<file path="config.mk">
export PLATFORM = sky130hd
export DESIGN_NAME = stream_maxpool
export DESIGN_NICKNAME = d
export VERILOG_FILES = /design/src/rtl/stream_maxpool.sv
export SDC_FILE = /design/constraint.sdc
export NUM_CORES = 1
export LEC_CHECK = 0
export ABC_AREA = 0
export ABC_CLOCK_PERIOD_IN_PS = 2000
export CORE_ASPECT_RATIO = 1.4
export CORE_MARGIN = 2
export CORE_UTILIZATION = 40
export CTS_BUF_LIST = sky130_fd_sc_hd__clkbuf_16
export DETAILED_ROUTE_END_ITERATION = 8
export GPL_TIMING_DRIVEN = 0
export PLACE_DENSITY_LB_ADDON = 0.08
export SLEW_MARGIN = 15
export SYNTH_ARGS = -nofsm -noshare
export SYNTH_HDL_FRONTEND = slang
export SYNTH_SLANG_ARGS = --single-unit
export TNS_END_PERCENT = 1
</file>
<file path="constraint.sdc">
create_clock -name clk -period 2 [get_ports clk]
set_input_delay 0.4 -clock clk [delete_from_list [all_inputs] [get_ports clk]]
set_output_delay 0.4 -clock clk [all_outputs]
set_load 0.02 [all_outputs]
</file>
<file path="src/rtl/stream_maxpool.sv">
// stream_maxpool: streaming 1-D max-pooling stage.
//
// Reduces each non-overlapping window of K consecutive signed samples of the
// input stream y to its maximum and emits the result on stream z through a
// 2-entry FIFO. Frames are LENY samples long; a short final window is flushed
// at the frame end instead of being merged with the next frame.
//
// Optional feature: define STREAM_LAST_EN to add m_last_z, which marks the
// pooled sample that closes a frame.
//
// Ports:
//   clk           clock, all state changes on the rising edge
//   reset         asynchronous active-low reset
//   s_data_in_y   signed input sample
//   s_valid_y     input sample valid
//   s_ready_y     stage can accept a sample (0 while reset is low)
//   m_data_out_z  signed pooled sample (FIFO head)
//   m_valid_z     m_data_out_z valid
//   m_ready_z     downstream accepts
//   m_last_z      (STREAM_LAST_EN only) pooled sample closes a frame

module stream_maxpool #(
  parameter int unsigned WIDTH = 8,
  parameter int unsigned LENY  = 5,
  parameter int unsigned K     = 2
) (
  input  logic             clk,
  input  logic             reset,
  input  logic [WIDTH-1:0] s_data_in_y,
  input  logic             s_valid_y,
  output logic             s_ready_y,
  output logic [WIDTH-1:0] m_data_out_z,
  output logic             m_valid_z,
  input  logic             m_ready_z
`ifdef STREAM_LAST_EN
  ,
  output logic             m_last_z
`endif
);

  localparam int unsigned WinW = (K > 1) ? $clog2(K) : 1;
  localparam int unsigned PosW = (LENY > 1) ? $clog2(LENY) : 1;

  localparam logic [WinW-1:0] WinLast = WinW'(K - 1);
  localparam logic [PosW-1:0] PosLast = PosW'(LENY - 1);

  // Window / frame tracking.
  logic [WinW-1:0]         win_q, win_d;
  logic [PosW-1:0]         pos_q, pos_d;
  logic signed [WIDTH-1:0] acc_q, acc_d;

  // Output FIFO.
  logic [WIDTH-1:0] mem_q [2];
  logic             wr_q, wr_d;
  logic             rd_q, rd_d;
  logic [1:0]       count_q, count_d;
`ifdef STREAM_LAST_EN
  logic             last_mem_q [2];
`endif

  logic                    accept;
  logic                    pop;
  logic                    push;
  logic                    win_end;
  logic                    pos_end;
  logic signed [WIDTH-1:0] sample;
  logic signed [WIDTH-1:0] win_max;

  assign sample  = s_data_in_y;
  assign win_end = (win_q == WinLast);
  assign pos_end = (pos_q == PosLast);

  // Ready depends only on the registered count, never on m_ready_z.
  assign s_ready_y = reset & (count_q != 2'd2);
  assign accept    = s_valid_y & s_ready_y;
  assign m_valid_z = (count_q != 2'd0);
  assign pop       = m_valid_z & m_ready_z;
  assign push      = accept & (win_end | pos_end);

  // First sample of a window starts the max; ties keep the held value.
  always_comb begin
    win_max = sample;
    if (win_q != '0) begin
      win_max = (sample > acc_q) ? sample : acc_q;
    end
  end

  always_comb begin
    acc_d = acc_q;
    win_d = win_q;
    pos_d = pos_q;
    if (accept) begin
      acc_d = win_max;
      win_d = (win_end | pos_end) ? '0 : win_q + WinW'(1);
      pos_d = pos_end ? '0 : pos_q + PosW'(1);
    end
  end

  always_comb begin
    wr_d    = push ? ~wr_q : wr_q;
    rd_d    = pop ? ~rd_q : rd_q;
    count_d = count_q;
    unique case ({push, pop})
      2'b10:   count_d = count_q + 2'd1;
      2'b01:   count_d = count_q - 2'd1;
      default: count_d = count_q;
    endcase
  end

  always_ff @(posedge clk or negedge reset) begin
    if (!reset) begin
      acc_q   <= '0;
      win_q   <= '0;
      pos_q   <= '0;
      wr_q    <= 1'b0;
      rd_q    <= 1'b0;
      count_q <= 2'd0;
    end else begin
      acc_q   <= acc_d;
      win_q   <= win_d;
      pos_q   <= pos_d;
      wr_q    <= wr_d;
      rd_q    <= rd_d;
      count_q <= count_d;
    end
  end

  // Storage is cleared so m_data_out_z reads 0 after reset.
  always_ff @(posedge clk or negedge reset) begin
    if (!reset) begin
      mem_q[0] <= '0;
      mem_q[1] <= '0;
    end else if (push) begin
      mem_q[wr_q] <= win_max;
    end
  end

  assign m_data_out_z = mem_q[rd_q];

`ifdef STREAM_LAST_EN
  always_ff @(posedge clk or negedge reset) begin
    if (!reset) begin
      last_mem_q[0] <= 1'b0;
      last_mem_q[1] <= 1'b0;
    end else if (push) begin
      last_mem_q[wr_q] <= pos_end;
    end
  end

  assign m_last_z = m_valid_z & last_mem_q[rd_q];
`endif

endmodule
</file>
======== Word-level counts from Yosys, hierarchy flattened ========
Index checks and enable logic that the tools add are counted.
storage, ports and cells
  input port bits ......................... 12
  memory bits (writable) .................. 0
  memories kept ........................... 0
  ROM bits ................................ 0
  bits in latches ......................... 0
  register bits ........................... 32
  output and inout bits ................... 10
cells by class
  add/subtract/negate cells ............... 4
  eq/ne operators ......................... 4
  divide/modulo/power cells ............... 0
  $mul .................................... 0
  bitwise logic cells ..................... 9
  muxes and demuxes ....................... 11
  reduce and logical (&&, ||, !) cells .... 3
  $lt $le $gt $ge ......................... 4
  shifts and indexed selects .............. 0
operator list
  kind                 number
  $mux 8               6
  $bwmux 16            1
  $demux 8 s1          1
  $gt 8x8->1           1
  $and 1x1->1          4
  $ge 2x2->1 const B   2
  $not 1->2            2
  $pmux 2 s2           1
  $reduce_bool 2->1    2
  $add 3x1->3 const B  1
  $eq 3x3->1 const B   1
  $mux 3               1
  $add 2x1->2 const B  1
  $eq 2x1->1 const B   1
  $eq 2x2->1 const B   1
  $lt 2x1->1 const B   1
  $ne 2x2->1 const B   1
  $not 1->1            2
  $sub 2x1->2 const B  1
  $add 1x1->1 const B  1
  $logic_and 1x1->1    1
  $mux 1               1
  $or 1x1->1           1

======== Longest topological paths before layout ========
Gate-level depths: netlist of the first run.
  depth in word-level cells ............... 6
  gate-level depth with buffers ........... 9
  gate-level depth less buffers ........... 8

======== Worst setup path before layout of the first run ========
No wires, ideal clock.
  path kind ............................... input -> register
  from .................................... input port s_data_in_y[6]
  to ...................................... register mem_q[2] (netlist bit)
  setup slack ............................. -0.145 ns
  cell stages on the path ................. 6
  required time ........................... 1.874 ns
  arrival ................................. 2.019 ns
  path buffers ............................ 0
  path through ............................ ha_1 -> nand4_1 -> a211oi_1 -> a211oi_1 -> o2111a_1 -> a221o_1
between the ends
  word-level cells in the longest chain between the ends .. 4
RTL lines
  what                            RTL line  text
  start: declaration              29        input logic [WIDTH-1:0] s_data_in_y,
  $gt 8x8->1                      84        win_max = (sample > acc_q) ? sample : acc_q;
  $mux 8                          84
  $mux 8                          83        if (win_q != '0) begin
  $bwmux 16                       134       mem_q[wr_q] <= win_max;
  end signal: indexed assignment  134
  end: declaration                53        logic [WIDTH-1:0] mem_q [2];
Every way passes these cells.
A chain may end at the register's enable or synchronous reset.

======== Worst setup path in the final report of the first run ========
  from .................................... register acc_q[3]
  to ...................................... register mem_q[7] (netlist bit)
between the ends
  word-level cells in the longest chain between the ends .. 4
RTL lines
  what                      RTL line  text
  start: declaration        50        logic signed [WIDTH-1:0] acc_q, acc_d;
  start signal: assignment  112       acc_q <= '0;
  start signal: assignment  119       acc_q <= acc_d;
  $gt 8x8->1                84
  $mux 8                    84
  $mux 8                    83
  $bwmux 16                 134
Every way passes these cells.

==> metrics.txt, run 1 <==
Ys Warns 0; worst vdd ir approximately 0.75 mV; vias 1431; H-tree Lvls 2; gp weighted congestion between 0.8 and 0.9; CP Cell Sequence inv_2, ha_4, a21oi_2, o211ai_1, buf_4, a2111oi_4, buf_4, nor4_1, a221o_1; final setup TNS -2.37 ns; Final Hold Fails 0; fin crit period between 2 and 2.5 ns; Crit path arrival time around 2.3 ns; period utilization 108%; Buffers on Ports 21; critical path launch point type flip-flop; First-pass DRT Iterations 4; Reg2Reg Setup Slack -0.15 ns; Unique masters post-synth 35; Syn Inst Count ~170; EDFF count, synth 0; MaxCap Viol Count 0; fraction of registers with async set/reset 100%; DR vias/cell roughly 5.3; Final #Nets between 200 and 250; initial detailed-routing violation count 61; RR Endpoint mem_q[7]$_DFFE_PN0P_; Critical Path Fanout Max 5; pwr dens about 1600 mW/mm2; Clock power frac 21.5%; CTS sink cnt 32; most common cell after layout, fill and taps aside dfrtp_1; routed len/inst 16.4 um; starting density of the core between 40% and 50%; Sw Pwr between 1 and 1.5 mW; row count 28; sequential share of power between 30 and 40%; cts bufs inserted 5; height of the die between 80 and 90 um; most frequent cells in the layout 31 x dfrtp_1, 18 x nand2_1, 16 x inv_1, 16 x dlygate4sd2_1, 16 x buf_4; total global-route track usage approximately a fifth; crit path kind flip-flop to flip-flop; global route overflow 0; Tightest Pin Transition ~0.70 ns; vias in the first global route 1527; CTS tree built; Design Power 3.93 mW; DIE AREA 0.00503 mm2; clock buffer depth 2; largest net degree at the start of global routing 21; Filler Cell Count around 400; switch share a little under two fifths; RSZ-0062 raised after global routing true; sequential area share after synthesis between 40 and 50%; Hold Slack 0.0584 ns; CTS root buf clkbuf_16; syn avg cell area 10.8 um2; Cell Area, Synth between 0.0015 and 0.002 mm2; leakage around 1.1 nW; clock latency at the later pin of the worst-skew pair between 0.2 and 0.3 ns; critical path's most frequent cell buf_4; P_int ~2.5 mW; ANT cells 0; ANT nets after route 0; DP HPWL between 2000 and 3000 um; R2R depth 9; multi-input logic area around 1000 um2; Critical Path RT roughly 2.2 ns; Post-synth top flop dfrtp_1; setup violators final 24; Die Span X 60.5 um; Max stage delay on crit path around 0.4 ns; core outline area approximately 0.0043 mm2; drt drc 0; kind of end point of the critical path flip-flop; Logic pwr share between 40% and 50%; worst setup margin -0.150 ns; final-report max-slew violation count 0; Worst Skew approximately 0.0040 ns; worst r2r src acc_q[3]$_DFFE_PN0P_; max_slew headroom between 50% and 60%; Net Count, Synth between 150 and 200; Area growth, synth to finish 39.9%; violated checks negative setup slack; global-route wire length before repair around 7400 um; FMAX roughly 0.47 GHz; layout cells sized above 1 a little under a third; Worst-path clk slew ~0.050 ns; dpl ws -0.955 ns; total of flip-flops plus latches after synthesis 32; io pins 22; Reg area around 800 um2; Hold WC Path Type primary input to async pin; status finished with violations; final wirelength ~4400 um; initial antenna violation count 0; Crit-path slowest cell dfrtp_1
-- kinds of logic after synthesis --
| logic type | after synthesis | share of synthesized area [%] |
|---|---|---|
| flip-flops | 32 | 44.8 |
| XOR/XNOR | 4 | 1.96 |
| adder cells (fa/ha/maj) | 11 | 7.69 |
| AO/OA/AOI/OAI | 34 | 17.3 |
| AND/OR/NAND/NOR | 41 | 12.0 |
| multiplexers | 16 | 9.51 |
| buffers and inverters | 28 | 6.78 |
-- routing by layer --
| layer | share of wire, % | track usage (%) | wire, um |
|---|---|---|---|
| met2 | 55 | 35.1 | 2420 |
| met5 | 0 | 0 | 0 |
| met1 | 41 | 23.0 | 1830 |
| met4 | 1.1 | 6.13 | 51 |
| met3 | 3.0 | 3.74 | 134 |
-- cell type report --
cell class              count  share of cell area, %
multi-input cells         106                   39.9
clock inverters             3                   1.50
plain buffers               2                  0.650
clock buffers               5                   5.00
well taps                  60                   3.00
flip-flops and latches     32                   32.0
repair buffers             40                   14.4
inverters                  23                   3.45
-- sequential cells by signal, summed over array words and instances (netlist names) --
register,cells
pos_q,3
acc_q,8
count_q,2
mem_q,16
wr_q,1
rd_q,1
win_end,1
-- Yosys cell counts (all sizes together) (3+ instances only) --
library cell / instances / area share, %
o21ai: 5 / 1.4
mux2: 8 / 5.0
a221o: 8 / 4.5
dfrtp: 32 / 45
nand2: 18 / 3.8
xnor2: 3 / 1.5
o211ai: 3 / 2.0
o221ai: 8 / 3.9
nor4: 5 / 1.7
inv: 23 / 4.8
and2: 5 / 1.7
mux2i: 8 / 4.5
clkbuf: 3 / 0.70
nor2: 4 / 0.84
ha: 11 / 7.7
-- stage by stage --
stage	area, um2	utilization [%]	std cells
CTS	2480	58.0	268
global placement	2130	49.9	247
detailed placement	2150	50.4	248
floorplan	1850	-	166
global route	2500	58.6	271
finish	2500	58.6	271
-- critical path, delay by kind of cell (launching register included) --
kind | cells | cell delay (ns)
buffers and inverters | 3 | 0.48
DFF | 1 | 0.40
and+or+nand+nor | 1 | 0.05
AOI/OAI and AO/OA | 4 | 0.87
adders and majority gates | 1 | 0.21
-- how the worst max path moves through the flow --
| stage | startpoint | endpoint | slack (ns) | cells after the start |
|---|---|---|---|---|
| final | acc_q[3]$_DFFE_PN0P_ | mem_q[7]$_DFFE_PN0P_ | -0.15 | 9 |
| after global routing | acc_q[3]$_DFFE_PN0P_ | mem_q[7]$_DFFE_PN0P_ | -0.25 | 9 |
| after CTS | acc_q[5]$_DFFE_PN0P_ | mem_q[7]$_DFFE_PN0P_ | -0.17 | 7 |
| after detailed placement | s_data_in_y[7] | mem_q[10]$_DFFE_PN0P_ | -0.96 | 7 |
| after global placement | reset | mem_q[12]$_DFFE_PN0P_ | -1.65 | 7 |
| after floorplan | s_data_in_y[4] | mem_q[10]$_DFFE_PN0P_ | -0.02 | 7 |
-- power by group through the flow --
stage | sequential, mW | combinational (mW) | clock (mW)
floorplan | 1.12 | 1.19 | 0
global placement | 1.15 | 1.65 | 0
detailed placement | 1.17 | 1.70 | 0
CTS | 1.22 | 1.83 | 0.858
global route | 1.27 | 2.05 | 0.893
finish | 1.22 | 1.87 | 0.846
-- timing repair --
action / in CTS / in global routing
setup buffers: 15 / 3
pin swaps: 23 / 5
setup endpoints to repair: 33 / 24
hold endpoints to repair: 15 / 0
hold buffers: 1 / 0
resized for setup: 42 / 3
(Power assumes the default switching activity.)
==> run 2: changes to the inputs <==
CORE_MARGIN = unset   (was 2)
SKIP_LAST_GASP = 1   (was unset)
==> run 2 against run 1 <==
- the run still ends with negative setup slack left
- critical path depth rose by 2
- global-route usage rose by 0.89 points
- first-iteration DRC count fell by 26%
- clock skew fell by 0.00079 ns
- largest cell class unchanged
- largest power group unchanged
==> metrics.txt, run 2 (synthesized netlist as in run 1, its figures left out) <==
status finished with violations; violated checks negative setup slack; layout cells sized above 1 between 20% and 30%; Design Power ~3.8 mW; most common cell after layout, fill and taps aside dfrtp_1; worst setup margin -0.203 ns; leakage roughly 1.1 nW; final setup TNS -5.15 ns; starting density of the core 41.9%; CTS root buf clkbuf_16; core outline area approximately 0.0043 mm2; H-tree Lvls 2; largest net degree at the start of global routing 35; setup violators final 33; io pins 22; vias in the first global route roughly 1500; routed len/inst approximately 16 um; drt drc 0; R2R depth 11; Critical Path Start acc_q[7]$_DFFE_PN0P_; max_slew headroom between 60% and 70%; CTS sink cnt 32; period utilization 110%; Reg2Reg Setup Slack -0.20 ns; Largest regs mem_q: 16 flops, acc_q: 8 flops, pos_q: 3 flops; gp weighted congestion roughly 0.86; clock buffer depth 2; DR vias/cell between 5 and 6; Final Core Density 57.1%; Final Hold Fails 0; global-route wire length before repair roughly 7000 um; Die Span X slightly below 60 um; RR Endpoint acc_q[6]$_DFFE_PN0P_; Tightest Pin Transition roughly 0.47 ns; vias about 1400; First-pass DRT Iterations 4; critical path launch point type flip-flop; most frequent cells in the layout 31 x dfrtp_1, 21 x inv_1, 17 x nand2_1, 13 x clkdlybuf4s50_1, 11 x buf_4; worst vdd ir between 0.7 and 0.8 mV; Setup crit end acc_q[6]$_DFFE_PN0P_; Buffers on Ports 21; pwr dens approximately 1500 mW/mm2; Final #Nets 228; final wirelength between 4000 and 5000 um; max reg flops 16; RSZ-0062 raised after global routing true; ANT cells 0; Filler Cell Count 375; initial detailed-routing violation count 45; MaxCap Viol Count 0; initial antenna violation count 0; final-report max-slew violation count 0; crit path kind flip-flop to flip-flop; Worst-path clk slew approximately 0.050 ns; total global-route track usage about a fifth; CTS tree built; Critical Path RT about 2.2 ns; row count 28; Area growth, synth to finish 36.4%; height of the die 81.1 um; kind of end point of the critical path flip-flop; fin crit period between 2 and 2.5 ns; global route overflow 0; cts bufs inserted 5; Hold WC Path Type primary input to async pin; clock latency at the later pin of the worst-skew pair about 0.27 ns; DP HPWL ~2800 um; Crit path arrival time roughly 2.4 ns; worst r2r src acc_q[7]$_DFFE_PN0P_; Worst Skew around 0.0032 ns; FMAX between 0.4 and 0.5 GHz; ANT nets after route 0; Critical Path Fanout Max 5; Top reg by flops mem_q; DIE AREA about 0.0047 mm2
-- run 2: metrics by stage --
step                      hold WS [ns]  std cells  setup slack, ns  area [um2]
after floorplan                  0.104        166          -0.0208        1850
after global placement           0.471        247            -1.64        2130
after detailed placement         0.200        248           -0.953        2150
after CTS                        0.101        266           -0.187        2440
after global routing             0.114        266           -0.323        2440
final                           0.0985        266           -0.203        2440
-- run 2: final cells by class --
| cell class | count | area, um2 | share of cell area [%] |
|---|---|---|---|
| Clock inverter | 3 | 11.3 | 0.461 |
| Clock buffer | 5 | 125 | 5.13 |
| Timing Repair Buffer | 35 | 320 | 13.1 |
| Inverter | 23 | 86.3 | 3.54 |
| Multi-Input combinational cell | 106 | 1010 | 41.2 |
| Sequential cell | 32 | 802 | 32.9 |
| Buffer | 2 | 15.0 | 0.615 |
| Tap cell | 60 | 75.1 | 3.08 |
-- run 2: worst max-delay path: stages, from the launching register on --
cell and delay, ns:
dfrtp_1 0.36, inv_2 0.07, ha_4 0.28, nand4_1 0.21, o211ai_1 0.22, buf_4 0.16, a2111oi_4 0.04, buf_4 0.16
buf_4 0.13, nor3_4 0.13, buf_6 0.17, mux2i_1 0.19
-- run 2: power breakdown --
group / total [mW] / internal, mW / switching, mW
Combinational: 1.87 / 0.944 / 0.927
Sequential: 1.21 / 0.962 / 0.250
Clock: 0.699 / 0.446 / 0.253
-- run 2: repair_timing --
item                                    4_1_cts  5_1_grt
resized for setup                            25        0
endpoints found under the setup margin       33       34
hold buffers                                  1        0
endpoints found under the hold margin         1        0
setup buffers                                12        0
pin swaps                                    23        2
-- run 2: per-layer routing --
metal / GRT usage [%] / wire (um) / vias to the layer above
li1: - / - / 681
met1: 23.5 / 1780 / 699
met2: 35.7 / 2200 / 28
met3: 5.10 / 159 / 10
met4: 10.0 / 109 / 0
met5: 0 / 0 / -
-- run 2: how the worst min path moves through the flow --
| stage | start | to | slack (ns) | cells after the start |
|---|---|---|---|---|
| floorplan | reset | acc_q[0]$_DFFE_PN0P_ | 0.10 | 0 |
| global placement | mem_q[14]$_DFFE_PN0P_ | mem_q[14]$_DFFE_PN0P_ | 0.47 | 2 |
| detailed placement | reset | mem_q[2]$_DFFE_PN0P_ | 0.20 | 1 |
| CTS | reset | acc_q[2]$_DFFE_PN0P_ | 0.10 | 2 |
| global route | reset | acc_q[5]$_DFFE_PN0P_ | 0.11 | 2 |
| finish | reset | mem_q[14]$_DFFE_PN0P_ | 0.1 | 2 |
